**src/rtl/matricula_captura.sv**
```systemverilog
// Plate entry front end: assembles six keypad digits plus day of week and
// presents them to the plate checker under a valid/acknowledge handshake.
module matricula_captura #(
    parameter int unsigned DIGITS  = 6,
    parameter int unsigned TIMEOUT = 50
) (
    input  logic        CLK,
    input  logic        RST,
    input  logic [3:0]  Digito,
    input  logic        DigVal,
    input  logic        Apagar,
    input  logic [2:0]  DiaIn,
    input  logic        MatAck,
    output logic [23:0] Matricula,
    output logic [2:0]  Dia,
    output logic        MatVal,
    output logic [2:0]  Contagem,
    output logic        Ocupado,
    output logic        Erro
);

    localparam int unsigned DW = 4;
    localparam int unsigned PW = DIGITS * DW;
    localparam int unsigned SW = PW - DW;
    localparam int unsigned TW = (TIMEOUT > 1) ? $clog2(TIMEOUT) : 1;

    typedef enum logic [1:0] {IDLE, RECV, HOLD} state_t;

    state_t          state_q, state_d;
    logic [SW-1:0]   shreg_q, shreg_d;
    logic [TW-1:0]   timer_q, timer_d;
    logic [PW-1:0]   mat_q, mat_d;
    logic [2:0]      dia_q, dia_d;
    logic [2:0]      cnt_q, cnt_d;
    logic            matval_q, matval_d;
    logic            ocup_q, ocup_d;
    logic            erro_q, erro_d;

    // State and output registers
    always_ff @(posedge CLK or posedge RST) begin
        if (RST) begin
            state_q  <= IDLE;
            shreg_q  <= '0;
            timer_q  <= '0;
            mat_q    <= '0;
            dia_q    <= '0;
            cnt_q    <= '0;
            matval_q <= 1'b0;
            ocup_q   <= 1'b0;
            erro_q   <= 1'b0;
        end else begin
            state_q  <= state_d;
            shreg_q  <= shreg_d;
            timer_q  <= timer_d;
            mat_q    <= mat_d;
            dia_q    <= dia_d;
            cnt_q    <= cnt_d;
            matval_q <= matval_d;
            ocup_q   <= ocup_d;
            erro_q   <= erro_d;
        end
    end

    // Next-state and output logic
    always_comb begin
        state_d  = state_q;
        shreg_d  = shreg_q;
        timer_d  = timer_q;
        mat_d    = mat_q;
        dia_d    = dia_q;
        cnt_d    = cnt_q;
        matval_d = matval_q;
        ocup_d   = ocup_q;
        erro_d   = 1'b0;

        case (state_q)
            IDLE: begin
                if (!Apagar && DigVal) begin
                    shreg_d = SW'(Digito);
                    cnt_d   = 3'd1;
                    timer_d = '0;
                    state_d = RECV;
                end
            end
            RECV: begin
                if (Apagar) begin
                    state_d = IDLE;
                    cnt_d   = '0;
                    shreg_d = '0;
                    timer_d = '0;
                end else if (DigVal) begin
                    timer_d = '0;
                    if (cnt_q < 3'(DIGITS - 1)) begin
                        shreg_d = {shreg_q[SW-DW-1:0], Digito};
                        cnt_d   = cnt_q + 3'd1;
                    end else if (DiaIn == 3'd0) begin
                        erro_d  = 1'b1;
                        state_d = IDLE;
                        cnt_d   = '0;
                        shreg_d = '0;
                    end else begin
                        mat_d    = {shreg_q, Digito};
                        dia_d    = DiaIn;
                        matval_d = 1'b1;
                        ocup_d   = 1'b1;
                        cnt_d    = 3'(DIGITS);
                        state_d  = HOLD;
                    end
                end else if (timer_q == TW'(TIMEOUT - 1)) begin
                    erro_d  = 1'b1;
                    state_d = IDLE;
                    cnt_d   = '0;
                    shreg_d = '0;
                    timer_d = '0;
                end else begin
                    timer_d = timer_q + 1'b1;
                end
            end
            HOLD: begin
                // Plate is frozen here; only the checker's acknowledge moves on
                if (MatAck) begin
                    matval_d = 1'b0;
                    ocup_d   = 1'b0;
                    cnt_d    = '0;
                    shreg_d  = '0;
                    timer_d  = '0;
                    state_d  = IDLE;
                end
            end
            default: state_d = IDLE;
        endcase
    end

    assign Matricula = mat_q;
    assign Dia       = dia_q;
    assign MatVal    = matval_q;
    assign Contagem  = cnt_q;
    assign Ocupado   = ocup_q;
    assign Erro      = erro_q;

endmodule
```
**config.mk**
```make
export PLATFORM = sky130hd
export DESIGN_NAME = matricula_captura
export DESIGN_NICKNAME = d
export VERILOG_FILES = /design/src/rtl/matricula_captura.sv
export SDC_FILE = /design/constraint.sdc
export NUM_CORES = 1
export LEC_CHECK = 0
export CAP_MARGIN = 30
export CORE_MARGIN = 3
export CORE_UTILIZATION = 50
export CTS_BUF_LIST = sky130_fd_sc_hd__clkbuf_8
export DETAILED_ROUTE_END_ITERATION = 8
export PLACE_DENSITY = 0.79
export SYNTH_ARGS = -nofsm -noshare
export SYNTH_HDL_FRONTEND = slang
export SYNTH_SLANG_ARGS = --single-unit
```
**constraint.sdc**
```tcl
create_clock -name CLK -period 2.14 [get_ports CLK]
set_input_delay 0.642 -clock CLK [delete_from_list [all_inputs] [get_ports CLK]]
set_output_delay 0.642 -clock CLK [all_outputs]
set_load 0.005 [all_outputs]
```
==> results of run 1 <==
## layout by cell type (no fill, tap or decap), types with 2 or more instances in the layout
| cell type | instances |
|---|---|
| nor2_1 | 5 |
| a31oi_1 | 3 |
| o21ai_0 | 5 |
| nor3_1 | 3 |
| o21a_1 | 2 |
| nand3_1 | 4 |
| a21oi_1 | 5 |
| mux2i_1 | 19 |
| dfrtp_1 | 60 |
| mux2_2 | 28 |
| buf_12 | 3 |
| or3_1 | 4 |
| clkbuf_8 | 11 |
| bufinv_16 | 2 |
| buf_4 | 17 |
| clkdlybuf4s50_1 | 42 |
| o22ai_1 | 2 |
| clkinvlp_4 | 2 |
| nand2_1 | 26 |
| dlymetal6s2s_1 | 2 |
| o2111ai_1 | 2 |
| ha_1 | 6 |
| nor3_2 | 2 |
| inv_1 | 24 |
## state kept, by name (all words and copies together), names as in the netlist
signal and flops:
timer_q 6, Ocupado 1, Contagem 3, Erro 1, Matricula 24, Dia 3
state_q 2, shreg_q 20
## power breakdown
part / switching (uW) / total [uW] / internal (uW)
combinational: 606 / 1360 / 758
clock: 457 / 1180 / 721
sequential: 129 / 1440 / 1310
## Yosys cell counts, types with 2 or more instances
| library cell | n |
|---|---|
| nor2_1 | 5 |
| or3_1 | 4 |
| mux2i_1 | 20 |
| o21ai_0 | 5 |
| dfrtp_1 | 60 |
| mux2_2 | 28 |
| buf_4 | 2 |
| o21a_1 | 2 |
| nand2_1 | 26 |
| nor3_1 | 5 |
| clkbuf_1 | 6 |
| inv_1 | 25 |
| ha_1 | 7 |
| a21oi_1 | 5 |
| o2111ai_1 | 2 |
| nand3_1 | 4 |
| o22ai_1 | 2 |
| a31oi_1 | 3 |
## final timing paths
check	from	to	slack, ns	cells past startpoint
setup / recovery	state_q[1]$_DFFE_PP0P_	shreg_q[19]$_DFFE_PP0P_	0.05	8
hold / removal	Matricula[9]$_DFFE_PP0P_	Matricula[9]$_DFFE_PP0P_	0.51	1
setup reg to reg	state_q[1]$_DFFE_PP0P_	shreg_q[19]$_DFFE_PP0P_	0.05	8
hold reg to reg	Matricula[9]$_DFFE_PP0P_	Matricula[9]$_DFFE_PP0P_	0.51	1
max in group asynchronous	RST	Contagem[1]$_DFFE_PP0P_	1.07	3
min in group asynchronous	RST	Matricula[20]$_DFFE_PP0P_	0.54	2
## what timing repair did
item,4_1_cts,5_1_grt
endpoints found under the setup margin,47,50
setup buffers,0,0
gates resized for setup,2,6
gates cloned,0,1
pin swaps,0,2
## metal layers
| metal | up-vias | track usage [%] |
|---|---|---|
| li1 | 942 | - |
| met1 | 958 | 26.8 |
| met2 | 61 | 28.7 |
| met3 | 11 | 6.88 |
| met4 | 0 | 7.43 |
| met5 | - | 0 |
## worst reg2reg max path: stages (launching register included)
cell and delay (ns):
dfrtp_1 0.42, inv_1 0.11, ha_4 0.17, buf_4 0.14
nand3b_1 0.15, nor3_2 0.09, or4_4 0.56, buf_12 0.19
mux2i_2 0.15
## stage by stage
| step | TNS, ns | hold slack, ns | cells | power [uW] | worst slack [ns] |
|---|---|---|---|---|---|
| after floorplan | 0 | 0.479 | 233 | 2150 | 0.0101 |
| after global placement | -18.62 | 0.489 | 359 | 2670 | -0.357 |
| after detailed placement | -21.17 | 0.495 | 359 | 2710 | -0.422 |
| after CTS | 0 | 0.511 | 375 | 3910 | 0.00982 |
| after global routing | -0.0114 | 0.534 | 376 | 4170 | -0.0114 |
| final | 0 | 0.508 | 376 | 3980 | 0.0529 |
## cell families after synthesis
kind of cell / after synthesis
and+or+nand+nor: 56
AOI/OAI and AO/OA: 26
DFF: 60
muxes: 49
xor gates and xnor gates: 1
adders and majority gates: 7
buffers and inverters: 34
## cell type report
| cell class | count | share of cell area [%] |
|---|---|---|
| Clock inverter | 5 | 2.26 |
| Tap cell | 70 | 2.36 |
| Sequential cell | 60 | 40.4 |
| Multi-Input combinational cell | 139 | 30.3 |
| Clock buffer | 11 | 4.07 |
| Inverter | 25 | 2.52 |
| Timing Repair Buffer | 66 | 18.1 |
==> summary.md, run 1 <==
| Metric | Value |
|---|---|
| Status | `completed` |
| Post-Synth Adder-Cell Area | `3.21%` |
| Crit-path leading delay family | `simple AND/OR/NAND/NOR gates` |
| Mapped Avg Cell Area | `11.7 um2` |
| Largest family of logic cells by synthesized area | `multiplexers` |
| Layout cells sized above 1 | `24.8%` |
| WL final | `5780 um` |
| Antenna-violating nets left | `0` |
| Final worst-path cycle share | `approximately 98%` |
| WL met3 | `between 300 and 400 um` |
| Area of the die | `0.00639 mm2` |
| Top cell type's share of synthesized area | `54.9%` |
| Lkg Pwr | `between 0.0015 and 0.002 uW` |
| Hold buffer count at CTS | `0` |
| CP startpoint kind | `register` |
| CP required | `between 2 and 2.5 ns` |
| Worst path bufs/invs | `3` |
| Remaining global-route overflow | `0` |
| Power per cell area | `~1100 mW/mm2` |
| Register Area | `roughly 0.0015 mm2` |
| Final GP Congestion | `0.880` |
| Crit-path cells | `inv_1 > ha_4 > buf_4 > nand3b_1 > nor3_2 > or4_4 > buf_12 > mux2i_2` |
| Mux cell area share after synthesis | `19.4%` |
| Complex-gate fraction of the synthesized area | `slightly above 6%` |
| Max-slew headroom | `63.4%` |
| CTS HTree Levels | `3` |
| Total of max-cap violations | `0` |
| Max VDD drop | `667 uV` |
| Met2 wire length | `2800 um` |
| Cell variety after synth | `40` |
| Fmax | `approximately 480 MHz` |
| Kind of critical path | `register to register` |
| Worst Setup End Kind | `register` |
| CP max-delay cell | `or4_4` |
| Post-synth ARST share | `100%` |
| Flops & latches, synth | `60` |
| Synthesized-area fraction occupied by and/or/nand/nor cells | `10.7%` |
| Starting Density | `52.5%` |
| Die width | `about 80 um` |
| # DRC | `0` |
| Area delta synth->final | `36.0%` |
| Hold Vio Cnt, Final | `0` |
| Vias in the first global route | `1,983` |
| Fill count | `around 370` |
| Placed cell areas | `0.00343 mm2` |
| Layout Cell Area excl Fill | `0.00372 mm2` |
| Top cells by area, synth | `dfrtp_1 (55%), mux2_2 (12%), mux2i_1 (7.3%)` |
| CTS buffer count | `9` |
| Final Slew Violations | `0` |
| Post-synthesis sequential area ratio | `54.9%` |
| WL per Instance | `15.4 um` |
| Via count | `1,972` |
| WL met1 | `2550 um` |
| Post-synth EDFFs | `0` |
| Syn Inst Count | `about 230` |
| First-pass GRT wire length | `9480 um` |
| Clock sinks | `60` |
| Core area | `0.00520 mm2` |
| Crit path time final | `between 2 and 2.5 ns` |
| Worst-path fanout max | `10` |
| Worst Max-Slew Pin Slew | `0.548 ns` |
| Worst-path clk slew | `roughly 0.07 ns` |
| Cell Rows | `26` |
| DRT iter0 DRCs | `roughly 110` |
| Hpwl dp | `3820 um` |
| I/O Buffers | `44` |
| Total number of yosys warnings | `0` |
| Die height | `79.9 um` |
| CTS tree | `built` |
| Max incr delay on CP | `roughly 0.56 ns` |
| Clk_lat worst skew | `around 0.34 ns` |
| Via density | `between 5 and 6` |
| Overall Global Routing Usage | `roughly a fifth` |
| WP data arrival | `2.31 ns` |
| Max Clock Skew | `0.00962 ns` |
| Clk root buf | `clkbuf_8` |
| Multi-input logic area | `0.00113 mm2` |
| Cell taking the most area after synthesis | `dfrtp_1` |
| Pin count of the biggest net entering global routing | `52` |
| Clock Path Buffers | `2` |
| Top sig layer | `met4` |
| Ports | `45` |
| Mapped cell area | `between 0.002 and 0.003 mm2` |
| Initial antenna violation count | `0` |
| Post-Synth XOR/XNOR Area | `0.321%` |
| Setup violations, final | `0` |
| Worst min-delay path class | `register to register` |
| DR pass1 iterations | `4` |
| Final Core Density | `71.4%` |
| Final Net Count | `between 300 and 400` |
| Ant. Diodes | `0` |
| Syn_nets | `approximately 250` |
| Top_reg_cell synth | `dfrtp_1` |
Note: power is estimated with default switching activity, not from simulation.
==> run 2, diff against run 1 <==
--- a/config.mk
+++ b/config.mk
@@ -5,7 +5,6 @@
 export SDC_FILE = /design/constraint.sdc
 export NUM_CORES = 1
 export LEC_CHECK = 0
-export CAP_MARGIN = 30
 export CORE_MARGIN = 3
 export CORE_UTILIZATION = 50
 export CTS_BUF_LIST = sky130_fd_sc_hd__clkbuf_8
==> results of run 2 <==
Same layout as run 1: the final DEF is identical, and so are final timing and power.
==> run 3, diff against run 2 <==
--- a/config.mk
+++ b/config.mk
@@ -8,8 +8,10 @@
 export CORE_MARGIN = 3
 export CORE_UTILIZATION = 50
 export CTS_BUF_LIST = sky130_fd_sc_hd__clkbuf_8
+export CTS_CLUSTER_DIAMETER = 40
 export DETAILED_ROUTE_END_ITERATION = 8
 export PLACE_DENSITY = 0.79
+export REMOVE_ABC_BUFFERS = 1
 export SYNTH_ARGS = -nofsm -noshare
 export SYNTH_HDL_FRONTEND = slang
 export SYNTH_SLANG_ARGS = --single-unit
==> run 3 against run 2 <==
Against the previous run:
- first-iteration DRC count is 0.93% lower
- flip-flop and latch count stayed put
- clock power is 14% lower
- fmax is 1.1% lower
- wire length is 0.42% lower
- clock-buffer cell count stayed put
- register-to-register slack worse by 0.02 ns
- critical endpoint is now shreg_q[4]$_DFFE_PP0P_
- largest cell class unchanged
- largest power group is now combinational logic
==> summary.md, run 3 (synthesis results as in run 1) <==
| Metric | Value |
|---|---|
| WP data arrival | `2.35 ns (+0.04 ns)` |
| Setup violations, final | `0 (unchanged)` |
| Power per cell area | `1050 mW/mm2 (-1.7%)` |
| Final Core Density | `71.8% (+0.34 points)` |
| Most common cell after layout, fill and taps aside | `dfrtp_1` |
| Die height | `79.9 um (unchanged)` |
| Crit path time final | `2.11 ns (+0.0228 ns)` |
| Max-slew headroom | `64.7% (+1.3 points)` |
| Gate power share | `37.5% (+3.2 points)` |
| Starting Density | `52.5% (unchanged)` |
| Overall Power | `3930 uW (-1.2%)` |
| Ant. Diodes | `0 (unchanged)` |
| Area delta synth->final | `36.7%` |
| Clock Path Buffers | `2 (unchanged)` |
| First-pass GRT wire length | `9260 um (-2.3%)` |
| CTS HTree Levels | `3 (unchanged)` |
| Area of the die | `0.00639 mm2 (unchanged)` |
| Layout cells sized above 1 | `25.3% (+0.48 points)` |
| Layout Cell Area excl Fill | `0.00373 mm2 (+0.47%)` |
| Fill count | `382 (+2.4%)` |
| WL final | `5760 um (-0.42%)` |
| Cell Rows | `26 (unchanged)` |
| WL per Instance | `15.1 um (-2.0%)` |
| Overall Global Routing Usage | `19.2% (-0.46 points)` |
| Final Slew Violations | `0 (unchanged)` |
| Worst min-delay path class | `register to register` |
| DR pass1 iterations | `4 (unchanged)` |
| Remaining global-route overflow | `0 (unchanged)` |
| Total of max-cap violations | `0 (unchanged)` |
| Clock power share | `26.0% (-3.6 points)` |
| Clk root buf | `clkbuf_8` |
| Antenna-violating nets left | `0 (unchanged)` |
| CTS tree | `built` |
| CTS buffer count | `9 (unchanged)` |
| Worst Setup End Kind | `register` |
| Worst Max-Slew Pin Slew | `0.529 ns (-0.0190 ns)` |
| Net Sw Frac | `29.9% (-0.058 points)` |
| Hold buffer count at CTS | `0 (unchanged)` |
| Die width | `79.9 um (unchanged)` |
| DRT iter0 DRCs | `107 (-0.93%)` |
| Max VDD drop | `662 uV (-0.74%)` |
| Sequential share of power | `36.4% (+0.3 points)` |
| Clk_lat worst skew | `0.33 ns (about the same)` |
| Fmax | `474 MHz (-1.1%)` |
| Via density | `5.16 (-1.5%)` |
| Lkg Pwr | `0.00184 uW (+3.2%)` |
| Kind of critical path | `register to register` |
| Ports | `45 (unchanged)` |
| Internal power | `2750 uW (-1.1%)` |
| Sum Neg Setup Slack | `0 ns (unchanged)` |
| Place WS | `-0.438 ns (-0.0157 ns)` |
| Commonest cells after routing, fill and taps aside | `dfrtp_1 (60), clkdlybuf4s50_1 (39), mux2_2 (28)` |
| CP required | `2.38 ns (+0.02 ns)` |
| Worst-path fanout max | `5 (-5)` |
| Final worst slack | `0.0301 ns (-0.0228 ns)` |
| Net Sw Power | `1170 uW (-1.4%)` |
| I/O Buffers | `44 (unchanged)` |
| Vias in the first global route | `1,926 (-2.9%)` |
| Status | `completed` |
| Pin count of the biggest net entering global routing | `61 (+17%)` |
| Initial antenna violation count | `0 (unchanged)` |
| Final GP Congestion | `0.923 (+4.9%)` |
| Max Clock Skew | `0.00794 ns (-0.00168 ns)` |
| # DRC | `0 (unchanged)` |
| Placed cell areas | `0.00340 mm2 (-0.80%)` |
| Final worst-path cycle share | `98.6% (+1.1 points)` |
| Core area | `0.00520 mm2 (unchanged)` |
| Hpwl dp | `3710 um (-2.9%)` |
| Max reg flops | `24 (unchanged)` |
| Worst-path clk slew | `0.07 ns (about the same)` |
| CP startpoint kind | `register` |
| Clock sinks | `60 (unchanged)` |
| Hold Vio Cnt, Final | `0 (unchanged)` |
| Via count | `1,973 (+0.051%)` |
| Final Net Count | `326 (+1.9%)` |
run 3: power groups by stage:
stage	clock (uW)	combinational, uW	sequential (uW)
6_report	1020	1470	1430
5_1_grt	1100	1590	1460
4_1_cts	1050	1280	1430
3_5_place_dp	0	1230	1450
3_3_place_gp	0	1200	1440
2_1_floorplan	0	646	1450
run 3: layout make-up:
type / instances / area [um2] / area share (%)
Tap cell: 70 / 87.6 / 2.35
Clock buffer: 11 / 151 / 4.05
Clock inverter: 5 / 52.6 / 1.41
Sequential cell: 60 / 1500 / 40.2
Inverter: 25 / 93.8 / 2.51
Multi-Input combinational cell: 139 / 1110 / 29.7
Timing Repair Buffer: 72 / 739 / 19.8
run 3: repair_timing:
item,in CTS,in global routing
setup buffers,0,3
setup endpoints to repair,33,53
gates cloned,0,2
resized for setup,5,12
pin swaps,1,3
run 3: final timing paths:
check	start	to	slack, ns	cells after the start
worst max-delay path	state_q[1]$_DFFE_PP0P_	shreg_q[4]$_DFFE_PP0P_	0.03	7
worst min-delay path	Matricula[1]$_DFFE_PP0P_	Matricula[1]$_DFFE_PP0P_	0.51	1
worst max register to register	state_q[1]$_DFFE_PP0P_	shreg_q[4]$_DFFE_PP0P_	0.03	7
worst min register to register	Matricula[1]$_DFFE_PP0P_	Matricula[1]$_DFFE_PP0P_	0.51	1
max in group asynchronous	RST	Ocupado$_DFFE_PP0P_	1.20	3
min in group asynchronous	RST	Matricula[19]$_DFFE_PP0P_	0.69	3
run 3: layer usage:
metal	part of all wire, %	vias up	global-route usage (%)
met5	0	-	0
met1	45	958	25.9
met4	1.9	0	9.97
met2	48	55	28.1
met3	5.1	10	5.42
li1	-	950	-
run 3: through the flow:
stage          instances  hold WS [ns]
4_1_cts              377         0.512
3_3_place_gp         361         0.489
6_report             382         0.507
3_5_place_dp         361         0.494
2_1_floorplan        224         0.479
5_1_grt              382         0.519
run 3: worst max-delay path, stage by stage, from the launching register on:
cell	delay, ns
dfrtp_1	0.39
inv_1	0.08
ha_2	0.18
or3b_2	0.20
o21ba_1	0.16
or4_4	0.63
buf_12	0.18
mux2i_1	0.19
